[src/rtl/adc_sample_buffer_pkg.sv]
// Shared constants and FSM state type for the ADC sample buffer.
`timescale 1ns/1ps
package adc_pkg;

  localparam int ADC_DATA_W   = 12;
  localparam int ADC_AVG_LOG2 = 2;
  localparam int ADC_ACC_W    = ADC_DATA_W + ADC_AVG_LOG2;

  typedef enum logic [1:0] {
    IDLE,
    ACCUM,
    COMMIT
  } adc_buf_state_t;

  // Accumulator width that can hold a full window without overflowing.
  function automatic int acc_width(input int data_w, input int avg_log2);
    return data_w + avg_log2;
  endfunction

endpackage

[src/rtl/sync_fifo.sv]
// Synchronous FIFO with registered read data, one-cycle rd_valid pulse and occupancy count.
`timescale 1ns/1ps
module sync_fifo #(
  parameter int WIDTH = 12,
  parameter int DEPTH = 8
) (
  input  logic                     clk,
  input  logic                     rst,
  input  logic                     wr_en,
  input  logic [WIDTH-1:0]         wr_data,
  input  logic                     rd_en,
  output logic [WIDTH-1:0]         rd_data,
  output logic                     rd_valid,
  output logic [$clog2(DEPTH):0]   count,
  output logic                     full,
  output logic                     empty
);

  localparam int AW = $clog2(DEPTH);
  localparam int CW = AW + 1;

  logic [WIDTH-1:0] mem [DEPTH];
  logic [AW-1:0]    wr_ptr;
  logic [AW-1:0]    rd_ptr;
  logic             do_wr;
  logic             do_rd;

  assign full  = (count == CW'(DEPTH));
  assign empty = (count == '0);
  // A pop in the same cycle frees a slot, so a write into a full FIFO still succeeds.
  assign do_rd = rd_en && !empty;
  assign do_wr = wr_en && (!full || rd_en);

  always_ff @(posedge clk) begin
    if (do_wr) mem[wr_ptr] <= wr_data;
  end

  always_ff @(posedge clk or posedge rst) begin
    if (rst) begin
      wr_ptr   <= '0;
      rd_ptr   <= '0;
      count    <= '0;
      rd_data  <= '0;
      rd_valid <= 1'b0;
    end else begin
      rd_valid <= do_rd;
      if (do_wr) wr_ptr <= wr_ptr + 1'b1;
      if (do_rd) begin
        rd_ptr  <= rd_ptr + 1'b1;
        rd_data <= mem[rd_ptr];
      end
      case ({do_wr, do_rd})
        2'b10:   count <= count + 1'b1;
        2'b01:   count <= count - 1'b1;
        default: count <= count;
      endcase
    end
  end

endmodule

[src/rtl/adc_sample_buffer.sv]
// Box-car averages ADC samples into a FIFO drained by the core; raises irq on occupancy/overflow.
// Optional ADC_THRESH_WAKE_EN adds a sticky threshold-hit wake term to irq.
`timescale 1ns/1ps
module adc_sample_buffer
  import adc_pkg::*;
#(
  parameter int DATA_W    = ADC_DATA_W,
  parameter int AVG_LOG2  = 2,
  parameter int DEPTH     = 8,
  parameter int IRQ_LEVEL = 4
) (
  input  logic                   clk,
  input  logic                   rst,
  input  logic                   enable,
  input  logic [DATA_W-1:0]      adc_data,
  input  logic                   adc_valid,
  input  logic [DATA_W-1:0]      thresh,
  input  logic                   rd_en,
  output logic [DATA_W-1:0]      rd_data,
  output logic                   rd_valid,
  output logic [$clog2(DEPTH):0] count,
  output logic                   empty,
  output logic                   full,
  output logic                   overflow,
  input  logic                   clr_overflow,
  output logic                   irq
);

  localparam int ACC_W = acc_width(DATA_W, AVG_LOG2);
  localparam int WIN_W = AVG_LOG2 + 1;
  localparam int CW    = $clog2(DEPTH) + 1;
  localparam logic [WIN_W-1:0] LAST = WIN_W'((1 << AVG_LOG2) - 1);

  adc_buf_state_t    state;
  logic [ACC_W-1:0]  acc;
  logic [WIN_W-1:0]  win_cnt;
  logic [ACC_W-1:0]  sample_ext;
  logic [DATA_W-1:0] avg;
  logic              push;
  logic              drop;
  logic              wake;

  assign sample_ext = ACC_W'(adc_data);
  assign avg        = DATA_W'(acc >> AVG_LOG2);
  assign push       = (state == COMMIT);
  assign drop       = push && full && !rd_en;

  // A sample arriving during COMMIT seeds the next window so back-to-back strobes never stall.
  always_ff @(posedge clk or posedge rst) begin
    if (rst) begin
      state   <= IDLE;
      acc     <= '0;
      win_cnt <= '0;
    end else begin
      case (state)
        IDLE: begin
          acc     <= '0;
          win_cnt <= '0;
          if (enable) state <= ACCUM;
        end
        ACCUM: begin
          if (!enable) begin
            state   <= IDLE;
            acc     <= '0;
            win_cnt <= '0;
          end else if (adc_valid) begin
            acc <= acc + sample_ext;
            if (win_cnt == LAST) begin
              state   <= COMMIT;
              win_cnt <= '0;
            end else begin
              win_cnt <= win_cnt + 1'b1;
            end
          end
        end
        COMMIT: begin
          if (!enable) begin
            state   <= IDLE;
            acc     <= '0;
            win_cnt <= '0;
          end else if (adc_valid) begin
            acc <= sample_ext;
            if (AVG_LOG2 == 0) begin
              state   <= COMMIT;
              win_cnt <= '0;
            end else begin
              state   <= ACCUM;
              win_cnt <= WIN_W'(1);
            end
          end else begin
            state   <= ACCUM;
            acc     <= '0;
            win_cnt <= '0;
          end
        end
        default: begin
          state   <= IDLE;
          acc     <= '0;
          win_cnt <= '0;
        end
      endcase
    end
  end

  // A fresh drop wins over a simultaneous clear so no lost average goes unreported.
  always_ff @(posedge clk or posedge rst) begin
    if (rst)               overflow <= 1'b0;
    else if (drop)         overflow <= 1'b1;
    else if (clr_overflow) overflow <= 1'b0;
  end

`ifdef ADC_THRESH_WAKE_EN
  logic thresh_hit;

  always_ff @(posedge clk or posedge rst) begin
    if (rst)                          thresh_hit <= 1'b0;
    else if (push && (avg >= thresh)) thresh_hit <= 1'b1;
    else if (clr_overflow)            thresh_hit <= 1'b0;
  end

  assign wake = thresh_hit;
`else
  logic unused_thresh;
  assign unused_thresh = ^thresh;
  assign wake          = 1'b0;
`endif

  always_ff @(posedge clk or posedge rst) begin
    if (rst) irq <= 1'b0;
    else     irq <= (count >= CW'(IRQ_LEVEL)) || overflow || wake;
  end

  sync_fifo #(
    .WIDTH (DATA_W),
    .DEPTH (DEPTH)
  ) u_fifo (
    .clk      (clk),
    .rst      (rst),
    .wr_en    (push),
    .wr_data  (avg),
    .rd_en    (rd_en),
    .rd_data  (rd_data),
    .rd_valid (rd_valid),
    .count    (count),
    .full     (full),
    .empty    (empty)
  );

endmodule

[config.mk]
export PLATFORM = sky130hd
export DESIGN_NAME = adc_sample_buffer
export DESIGN_NICKNAME = d
export VERILOG_FILES = /design/src/rtl/adc_sample_buffer_pkg.sv /design/src/rtl/sync_fifo.sv /design/src/rtl/adc_sample_buffer.sv
export SDC_FILE = /design/constraint.sdc
export NUM_CORES = 1
export LEC_CHECK = 0
export ABC_AREA = 0
export CORE_UTILIZATION = 50
export CTS_CLUSTER_DIAMETER = 80
export DETAILED_ROUTE_END_ITERATION = 8
export HOLD_SLACK_MARGIN = 0.12
export PLACE_DENSITY = 0.73
export SETUP_SLACK_MARGIN = 0.4
export SYNTH_ARGS = -nofsm -noshare
export SYNTH_HDL_FRONTEND = slang
export SYNTH_HIERARCHICAL = 1
export SYNTH_SLANG_ARGS = --single-unit
[constraint.sdc]
create_clock -name clk -period 2.35 [get_ports clk]
set_input_delay 0.3525 -clock clk [delete_from_list [all_inputs] [get_ports clk]]
set_output_delay 0.3525 -clock clk [all_outputs]
set_load 0.02 [all_outputs]
==> results of run 1 <==
==> worst max path at each step <==
stage | end | slack (ns) | cells after the start
2_1_floorplan | u_fifo/count[3]$_DFFE_PP0P_ | -0.13 | 9
3_3_place_gp | acc[10]$_DFFE_PP0P_ | -0.20 | 10
3_5_place_dp | acc[10]$_DFFE_PP0P_ | -0.24 | 10
4_1_cts | u_fifo/count[3]$_DFFE_PP0P_ | -0.11 | 9
5_1_grt | u_fifo/count[3]$_DFFE_PP0P_ | -0.17 | 9
6_report | u_fifo/count[3]$_DFFE_PP0P_ | -0.11 | 9
==> cells in the mapped netlist, types with 3 or more instances <==
library cell,instances,share of area [%]
o22ai_1,14,1.4
a221o_1,12,1.9
buf_6,4,0.71
a21o_1,6,0.71
nor2_1,20,1.2
mux2_2,24,4.3
a22oi_1,9,1.1
mux2i_1,25,4.0
buf_2,4,0.32
nor2b_1,3,0.30
nand2_1,42,2.5
a21oi_1,9,0.71
a211oi_1,3,0.36
o21ai_1,8,0.63
xor2_1,6,0.83
nand4_1,3,0.30
dfrtp_1,44,17
inv_1,15,0.89
edfxtp_1,96,46
nor3_1,5,0.40
xnor2_1,8,1.1
clkbuf_1,6,0.36
nand3_1,4,0.32
o21ai_0,25,2.0
nand2b_1,4,0.40
ha_1,22,4.4
==> through the flow <==
stage / util (%) / instance area (um^2) / worst slack (ns) / total power [mW] / instances
after floorplan: - / 6370 / -0.129 / 5.34 / 460
after global placement: 58.8 / 7150 / -0.198 / 6.23 / 684
after detailed placement: 58.8 / 7150 / -0.239 / 6.37 / 684
after CTS: 66.6 / 8100 / -0.111 / 9.40 / 734
after global routing: 68.9 / 8380 / -0.171 / 10.0 / 748
final: 68.9 / 8380 / -0.106 / 9.57 / 748
==> final cells by class <==
class                           instances  area share (%)
Inverter                               16           0.807
Clock buffer                           21            5.50
Tap cell                              168            2.51
Clock inverter                         11            2.00
Sequential cell                       140            47.7
Multi-Input combinational cell        288            29.3
Timing Repair Buffer                  104            12.2
==> state kept, by name, summed over array words and instances (netlist names) <==
| register | flops |
|---|---|
| u_fifo/rd_ptr | 3 |
| u_fifo/wr_ptr | 3 |
| win_cnt | 3 |
| u_fifo/count | 4 |
| irq | 1 |
| u_fifo/rd_valid | 1 |
| overflow | 1 |
| u_fifo/mem | 96 |
| u_fifo/rd_data | 12 |
| state | 2 |
| acc | 14 |
==> what timing repair did <==
item | 4_1_cts | 5_1_grt
setup buffers | 14 | 11
resized for setup | 61 | 53
hold endpoints to repair | 0 | 0
hold buffers | 0 | 0
setup endpoints to repair | 61 | 113
pin swaps | 20 | 24
gates cloned | 4 | 3
==> routing by layer <==
layer / GRT usage, % / vias to the layer above / share of wire (%)
met1: 27.6 / 2087 / 42
met4: 9.61 / 0 / 1.9
met2: 36.9 / 140 / 51
li1: - / 1973 / -
met5: 0 / - / 0
met3: 5.03 / 24 / 5.0
==> worst max-delay path, cell delays in order, from the launching register on <==
cell and delay, ns:
dfrtp_2 0.40, or4b_4 0.57, o21a_4 0.23, clkinv_4 0.05
ha_4 0.15, ha_4 0.19, a21o_1 0.21, a2111oi_4 0.29
nand4b_1 0.16, nand3_1 0.08
==> power by group through the flow <==
stage / Clock, mW / Combinational, mW / Sequential [mW]
6_report: 2.81 / 3.43 / 3.33
5_1_grt: 2.95 / 3.72 / 3.38
4_1_cts: 2.84 / 3.23 / 3.32
3_5_place_dp: 0 / 3.01 / 3.35
3_3_place_gp: 0 / 2.90 / 3.33
2_1_floorplan: 0 / 1.80 / 3.55
==> kinds of logic after synthesis <==
family,after synthesis,share of synthesized area (%)
DFF,140,63.2
AOI/OAI and AO/OA,106,12.0
and+or+nand+nor,95,7.00
muxes,49,8.25
buffers and inverters,32,2.66
adders and majority gates,24,5.00
xor gates and xnor gates,14,1.94
==> impl_metrics.csv, run 1 <==
group,metric,value,unit
setup_path,r2r_start,"u_fifo/count[1]$_DFFE_PP0P_",
power,power_switching_share,32.0,%
detailed_routing,drt_iter0_drc,310,
timing,slew_violations,0,
timing,hold_viol,0,
floorplanning,io_pins,51,
setup_path,arrival,2.75,ns
cts,cts_root_buf,"clkbuf_16",
finish,layout_commonest_cell,"edfxtp_1",
finish,final_cell_mix,"edfxtp_1 (96), buf_4 (42), nand2_1 (41)",
finish,n_fill_cell,816,
detailed_routing,vias,4224,
floorplanning,row_count,40,
logic_synthesis,ys_ff_latch,140,
finish,drive_gt1_share,31.6,%
floorplanning,die_w,114,um
timing,hold_ws,0.309,ns
detailed_routing,routedWlPerCell,18.3,um
detailed_routing,ant_nets,0,
logic_synthesis,synth_edf_count,96,
timing,fin_crit_sh,105,%
grt,grt_overflow,0,
logic_synthesis,async_reset_ff_share,31.4,%
outcome,status,"finished, violations left",
power,p_seq_share,34.8,%
floorplanning,start_util,51.9,%
power,p_int,6.51,mW
setup_path,reg2regPathDepth,9,
cts,htree_num_levels,4,
timing,rsz0062_at_grt,"yes",
cts,clk_pin_slew,0.06,ns
setup_path,critPathRequiredTime,2.64,ns
grt,grt_max_degree,51,
floorplanning,dieHeight,114,um
power,clockPowerShare,29.3,%
grt,grt_usage,22.1,%
placement,gp_congestion,0.860,
logic_synthesis,netlist_area,6310,um^2
power,power_frac_comb,35.9,%
placement,portBuffers,38,
timing,fin_skew,0.00593,ns
finish,final_net_count,621,
detailed_routing,drc,0,
power,total_leakage_power,3.29,nW
worst_hold_path,min-delay-path-class,"in2async",
cts,clk_latency,0.41,ns
detailed_routing,viasPerCell,5.65,
logic_synthesis,synth_ff_type,"edfxtp_1",
timing,finalSetupTns,-0.209,ns
cts,numCtsBuffers,17,
finish,multi_input_area,2450,um^2
setup_path,timing.rr.end,"u_fifo/count[3]$_DFFE_PP0P_",
run,cap_violations,0,
setup_path,critPathLaunch,"u_fifo/count[1]$_DFFE_PP0P_",
detailed_routing,drt_wl_total,13700,um
timing,maxSlewHeadroom,67.7,%
floorplanning,core_area,12200,um^2
power,vdd_drop_max,558,uV
setup_path,endpoint_kind,"flip-flop",
placement,dp_hpwl,8300,um
timing,tightestPinTransition,0.483,ns
setup_path,crit_fanout,4,
timing,min_period,2.46,ns
logic_synthesis,yosysWarnings,6,
power,switchingPower,3.07,mW
cts,cts_max_path_buffers,2,
setup_path,critPathKind,"reg2reg",
grt,grt_pass1_vias,4168,
outcome,violations,"setup timing",
cts,cts_tree,"built",
floorplanning,dieArea,13100,um^2
logic_synthesis,yosysUniqueCellTypes,55,
timing,max_freq,407,MHz
cts,cts_sinks,140,
finish,area_delta_synth_final,32.8,%
grt,grt_pass1_wl,21300,um
setup_path,reg2reg_slack,-0.11,ns
power,power.density,1140,nW/um^2
timing,worst_slack,-0.106,ns
finish,diodes,0,
logic_synthesis,syn_avg_cell_area,13.7,um^2
grt,antenna_found_initial,0,
timing,setup_viol,3,
logic_synthesis,synth_fp_nets,514,
detailed_routing,drtPass1Iterations,5,
setup_path,worstSetupStartpointType,"flip-flop",
logic_synthesis,seq_area_frac_synth,63.2,%
logic_synthesis,syn_inst,460,
finish,seq_area,4000,um^2
No activity file was read; power rests on OpenSTA's default activity.
==> run 2, diff against run 1 <==
--- a/config.mk
+++ b/config.mk
@@ -9,6 +9,8 @@
 export CORE_UTILIZATION = 50
 export CTS_CLUSTER_DIAMETER = 80
 export DETAILED_ROUTE_END_ITERATION = 8
+export GPL_ROUTABILITY_DRIVEN = 0
+export GPL_TIMING_DRIVEN = 0
 export HOLD_SLACK_MARGIN = 0.12
 export PLACE_DENSITY = 0.73
 export SETUP_SLACK_MARGIN = 0.4
==> run 2 against run 1 <==
Non-clock buffer count shrank 14; largest cell class unchanged; register-to-register slack better by 0.04 ns; final area shrank 2.0%; the flow still finishes with violations (setup timing); routed wire length fell by 2.6%; critical endpoint unchanged; hold slack better by 0.11 ns; highest routed layer unchanged.
==> impl_metrics.csv, run 2 (synthesized netlist as in run 1, its figures left out) <==
group,metric,value,unit
outcome,status,"finished, violations left",
outcome,violations,"setup timing",
cts,cts_sinks,140,
timing,slew_violations,0,
detailed_routing,drtPass1Iterations,5,
detailed_routing,drt_wl_total,13300,um
detailed_routing,viasPerCell,5.60,
cts,cts-hold-fix-buffers,0,
cts,clk_latency,0.41,ns
setup_path,reg2reg_slack,-0.07,ns
floorplanning,start_util,51.9,%
detailed_routing,ant_nets,0,
cts,cts_root_buf,"clkbuf_16",
setup_path,reg2regPathDepth,9,
placement,post_dp_cell_area,7000,um^2
floorplanning,row_count,40,
placement,pre_cts_ws,-0.329,ns
timing,rsz0062_at_grt,"yes",
floorplanning,die_w,114,um
timing,maxSlewHeadroom,39.7,%
timing,max_freq,413,MHz
cts,numCtsBuffers,17,
floorplanning,dieArea,13100,um^2
setup_path,arrival,2.70,ns
finish,area_delta_synth_final,30.2,%
timing,setup_viol,3,
power,total_leakage_power,3.15,nW
grt,antenna_found_initial,0,
grt,grt_overflow,0,
timing,fin_skew,0.00690,ns
placement,dp_hpwl,8700,um
finish,top_regs,"u_fifo/mem (96), acc (14), u_fifo/rd_data (12)",
floorplanning,io_pins,51,
floorplanning,core_area,12200,um^2
cts,cts_max_path_buffers,2,
finish,finish.utilization,67.5,%
grt,grt_usage,21.9,%
finish,n_fill_cell,842,
finish,layout_commonest_cell,"edfxtp_1",
detailed_routing,drc,0,
setup_path,critPathRequiredTime,2.63,ns
cts,clk_pin_slew,0.06,ns
run,cap_violations,0,
setup_path,timing.rr.end,"u_fifo/count[3]$_DFFE_PP0P_",
setup_path,critPathKind,"reg2reg",
grt,grt_pass1_wl,21200,um
grt,grt_pass1_vias,4183,
finish,drive_gt1_share,30.6,%
finish,final_cell_mix,"edfxtp_1 (96), nand2_1 (41), clkdlybuf4s50_1 (32)",
finish,final_net_count,607,
setup_path,worstSetupStartpointType,"flip-flop",
setup_path,crit_fanout,3,
timing,min_period,2.42,ns
placement,portBuffers,38,
detailed_routing,drt_iter0_drc,276,
finish,top_register,"u_fifo/mem",
cts,cts_tree,"built",
setup_path,r2r_start,"u_fifo/count[0]$_DFFE_PP0P_",
timing,worst_slack,-0.0692,ns
worst_hold_path,min-delay-path-class,"in2async",
grt,grt_max_degree,24,
cts,htree_num_levels,4,
timing,hold_viol,0,
floorplanning,dieHeight,114,um
power,power.density,1120,nW/um^2
timing,tightestPinTransition,0.903,ns
power,vdd_drop_max,689,uV
finish,final_cell_area,8210,um^2
setup_path,endpoint_kind,"flip-flop",
detailed_routing,vias,4109,
finish,largest_reg_flops,96,
detailed_routing,routedWlPerCell,18.1,um
timing,fin_crit_sh,103,%
finish,diodes,0,
==> run 2: changes by cell type in the layout (fill, tap and decap cells not counted), moves of 4 or more <==
cell | before | now
buf_4 | 42 | 25
buf_2 | 1 | 5
buf_6 | 20 | 13
bufinv_16 | 4 | 0
==> run 2: worst max-delay path, stage by stage, from the launching register on <==
cell,delay [ns]
dfrtp_2,0.42
or4b_4,0.56
o21a_4,0.24
clkinv_8,0.05
ha_4,0.13
ha_4,0.19
a21o_1,0.19
a2111oi_2,0.29
nand4b_1,0.15
nand3_1,0.08
==> run 2: worst max-delay path by stage <==
| stage | startpoint | to | slack (ns) | depth (start not counted) |
|---|---|---|---|---|
| after floorplan | u_fifo/count[0]$_DFFE_PP0P_ | u_fifo/count[3]$_DFFE_PP0P_ | -0.13 | 9 |
| after global routing | u_fifo/count[0]$_DFFE_PP0P_ | u_fifo/count[3]$_DFFE_PP0P_ | -0.17 | 9 |
| after detailed placement | u_fifo/count[2]$_DFFE_PP0P_ | u_fifo/count[3]$_DFFE_PP0P_ | -0.33 | 8 |
| after CTS | u_fifo/count[0]$_DFFE_PP0P_ | u_fifo/count[3]$_DFFE_PP0P_ | -0.05 | 9 |
| after global placement | rd_en | u_fifo/mem[2][5]$_DFFE_PP_ | -0.75 | 4 |
| final | u_fifo/count[0]$_DFFE_PP0P_ | u_fifo/count[3]$_DFFE_PP0P_ | -0.07 | 9 |
==> run 2: through the flow <==
stage               TNS (ns)  instances  hold slack [ns]  power, mW
floorplan             -0.129        460            0.329       5.34
global placement      -36.01        666            0.462       6.14
detailed placement    -12.46        667            0.469       6.30
CTS                  -0.0527        722            0.430       9.05
global route          -0.293        734            0.500       9.68
finish                -0.112        734            0.417       9.23
==> run 2: power breakdown <==
group          total [mW]  switching, mW  internal (mW)
combinational        3.41           1.82           1.59
sequential           3.37          0.323           3.05
clock                2.44          0.998           1.45
==> run 2: what timing repair did <==
action                     in CTS  in global routing
setup endpoints to repair     112                 58
resized for setup              66                 35
setup buffers                  23                 12
cloned                          0                  0
pin swaps                      23                 23
==> run 2: area by class of cell <==
type / count / area (um^2) / share of cell area (%)
Clock inverter: 12 / 85.1 / 1.04
Inverter: 16 / 75.1 / 0.914
Tap cell: 168 / 210 / 2.56
Multi-Input combinational cell: 288 / 2530 / 30.8
Clock buffer: 20 / 468 / 5.70
Buffer: 16 / 105 / 1.28
Sequential cell: 140 / 4000 / 48.7
Timing Repair Buffer: 74 / 738 / 8.99
==> run 2: layer usage <==
layer  wire length, um  vias to the layer above  global-route usage [%]
li1                  -                     1944                       -
met1              5810                     2011                    27.4
met2              6600                      130                    37.2
met3               688                       24                    5.08
met4               226                        0                    8.31
met5                 0                        -                       0
==> run 3, diff against run 2 <==
--- a/config.mk
+++ b/config.mk
@@ -13,6 +13,7 @@
 export GPL_TIMING_DRIVEN = 0
 export HOLD_SLACK_MARGIN = 0.12
 export PLACE_DENSITY = 0.73
+export RECOVER_POWER = 25
 export SETUP_SLACK_MARGIN = 0.4
 export SYNTH_ARGS = -nofsm -noshare
 export SYNTH_HDL_FRONTEND = slang
==> run 3 against run 2 <==
The flow still finishes with violations (setup timing); sequential share of layout area grew 0.050 points; first-iteration DRC count grew 6.2%; register-to-register slack lost 0.02 ns; cell count is the same; clock power is essentially flat; global-route usage is the same; critical endpoint unchanged; critical path depth is the same; sequential power is essentially flat; highest routed layer unchanged; clock-buffer cell count is the same; critical path type unchanged; hold slack gained 0.0030 ns; setup slack lost 0.016 ns.
==> impl_metrics.csv, run 3 (synthesized netlist as in run 1, its figures left out) <==
group,metric,value,unit
outcome,status,"finished, violations left",
outcome,violations,"setup timing",
detailed_routing,drt_wl_total,13300,um
cts,cts-hold-fix-buffers,0,
grt,grt_pass1_wl,21200,um
setup_path,critPathKind,"reg2reg",
power,power_switching_share,34.1,%
detailed_routing,ant_nets,0,
cts,cts_sinks,140,
grt,grt_max_degree,24,
cts,cts_max_path_buffers,2,
timing,fin_skew,0.00717,ns
finish,finish.utilization,67.4,%
power,p_int,6.08,mW
power,power.density,1130,nW/um^2
worst_hold_path,min-delay-path-class,"in2async",
timing,tightestPinTransition,0.905,ns
placement,portBuffers,38,
cts,cts_root_buf,"clkbuf_16",
timing,slew_violations,0,
timing,fin_crit_sh,104,%
timing,worst_slack,-0.0848,ns
power,p_seq_share,36.6,%
floorplanning,die_w,114,um
finish,final_cell_mix,"edfxtp_1 (96), nand2_1 (41), dfrtp_1 (36)",
finish,top_regs,"u_fifo/mem (96), acc (14), u_fifo/rd_data (12)",
detailed_routing,vias,4097,
finish,diodes,0,
power,vdd_drop_max,690,uV
cts,clk_latency,0.41,ns
finish,n_fill_cell,849,
cts,htree_num_levels,4,
setup_path,crit_fanout,3,
setup_path,r2r_start,"u_fifo/count[0]$_DFFE_PP0P_",
cts,cts_tree,"built",
run,cap_violations,0,
finish,drive_gt1_share,29.0,%
grt,grt_usage,21.9,%
setup_path,reg2reg_slack,-0.08,ns
detailed_routing,drt_iter0_drc,293,
finish,layout_commonest_cell,"edfxtp_1",
floorplanning,dieHeight,114,um
power,total_leakage_power,3.14,nW
detailed_routing,routedWlPerCell,18.1,um
setup_path,timing.rr.end,"u_fifo/count[3]$_DFFE_PP0P_",
setup_path,worstSetupStartpointType,"flip-flop",
power,fin_total_pwr,9.22,mW
setup_path,critPathRequiredTime,2.63,ns
detailed_routing,viasPerCell,5.58,
grt,grt_overflow,0,
cts,numCtsBuffers,17,
floorplanning,row_count,40,
floorplanning,core_area,12200,um^2
cts,clk_pin_slew,0.06,ns
grt,antenna_found_initial,0,
floorplanning,io_pins,51,
finish,final_net_count,607,
power,power_frac_comb,37.0,%
detailed_routing,drc,0,
grt,grt_pass1_vias,4183,
finish,area_delta_synth_final,29.9,%
setup_path,endpoint_kind,"flip-flop",
timing,setup_viol,3,
floorplanning,start_util,51.9,%
floorplanning,dieArea,13100,um^2
power,clockPowerShare,26.5,%
timing,maxSlewHeadroom,39.6,%
power,switchingPower,3.14,mW
setup_path,arrival,2.72,ns
finish,top_register,"u_fifo/mem",
timing,hold_viol,0,
setup_path,reg2regPathDepth,9,
timing,min_period,2.43,ns
detailed_routing,drtPass1Iterations,5,
timing,max_freq,411,MHz
timing,rsz0062_at_grt,"yes",
placement,dp_hpwl,8700,um
finish,largest_reg_flops,96,
[run 3: cell types whose count changed in the layout (fill, tap and decap cells not counted), sizes merged]
cell	delta
buf	-4
clkbuf	+4
[run 3: area by class of cell]
cell class | instances | area (um^2) | area share [%]
multi-input cells | 288 | 2530 | 30.9
clock inverters | 12 | 85.1 | 1.04
plain buffers | 16 | 105 | 1.28
well taps | 168 | 210 | 2.57
repair buffers | 74 | 723 | 8.83
flip-flops and latches | 140 | 3990 | 48.8
clock buffers | 20 | 468 | 5.71
inverters | 16 | 75.1 | 0.916
[run 3: worst max path at each step]
stage,start,to,slack (ns),cells past startpoint
CTS,u_fifo/count[0]$_DFFE_PP0P_,u_fifo/count[3]$_DFFE_PP0P_,-0.05,9
floorplan,u_fifo/count[0]$_DFFE_PP0P_,u_fifo/count[3]$_DFFE_PP0P_,-0.13,9
global placement,rd_en,u_fifo/mem[2][5]$_DFFE_PP_,-0.75,4
global route,u_fifo/count[0]$_DFFE_PP0P_,u_fifo/count[3]$_DFFE_PP0P_,-0.17,9
detailed placement,u_fifo/count[2]$_DFFE_PP0P_,u_fifo/count[3]$_DFFE_PP0P_,-0.33,8
finish,u_fifo/count[0]$_DFFE_PP0P_,u_fifo/count[3]$_DFFE_PP0P_,-0.08,9
[run 3: what timing repair did]
| item | in CTS | in global routing |
|---|---|---|
| pin swaps | 23 | 23 |
| gates resized for setup | 66 | 35 |
| buffers inserted | 23 | 12 |
| endpoints found under the setup margin | 112 | 58 |
[run 3: stage by stage]
step | cells | setup TNS (ns) | worst slack, ns | hold WS [ns] | instance area [um^2]
CTS | 722 | -0.0527 | -0.0527 | 0.430 | 8010
detailed placement | 667 | -12.46 | -0.329 | 0.469 | 7000
global route | 734 | -0.293 | -0.166 | 0.500 | 8190
floorplan | 460 | -0.129 | -0.129 | 0.329 | 6370
finish | 734 | -0.125 | -0.0848 | 0.420 | 8190
global placement | 666 | -36.01 | -0.746 | 0.462 | 6960
[run 3: power by group through the flow]
stage,Sequential (mW),Clock [mW],Combinational (mW)
after detailed placement,3.46,0,2.84
after global placement,3.42,0,2.73
after global routing,3.41,2.59,3.68
after CTS,3.36,2.47,3.22
final,3.37,2.44,3.41
after floorplan,3.55,0,1.80
[run 3: per-layer routing]
layer,track usage [%],part of all wire [%]
met1,27.4,44
met2,37.2,50
met3,5.08,4.9
met4,8.31,1.7
met5,0,0
[run 3: critical path, stage by stage (launching register included)]
cell and delay [ns]:
dfrtp_2 0.41, or4b_4 0.56, o21a_4 0.24, clkinv_8 0.05, ha_4 0.13, ha_4 0.19, a21o_1 0.19, a2111oi_2 0.30
nand4b_1 0.15, nand3_1 0.08
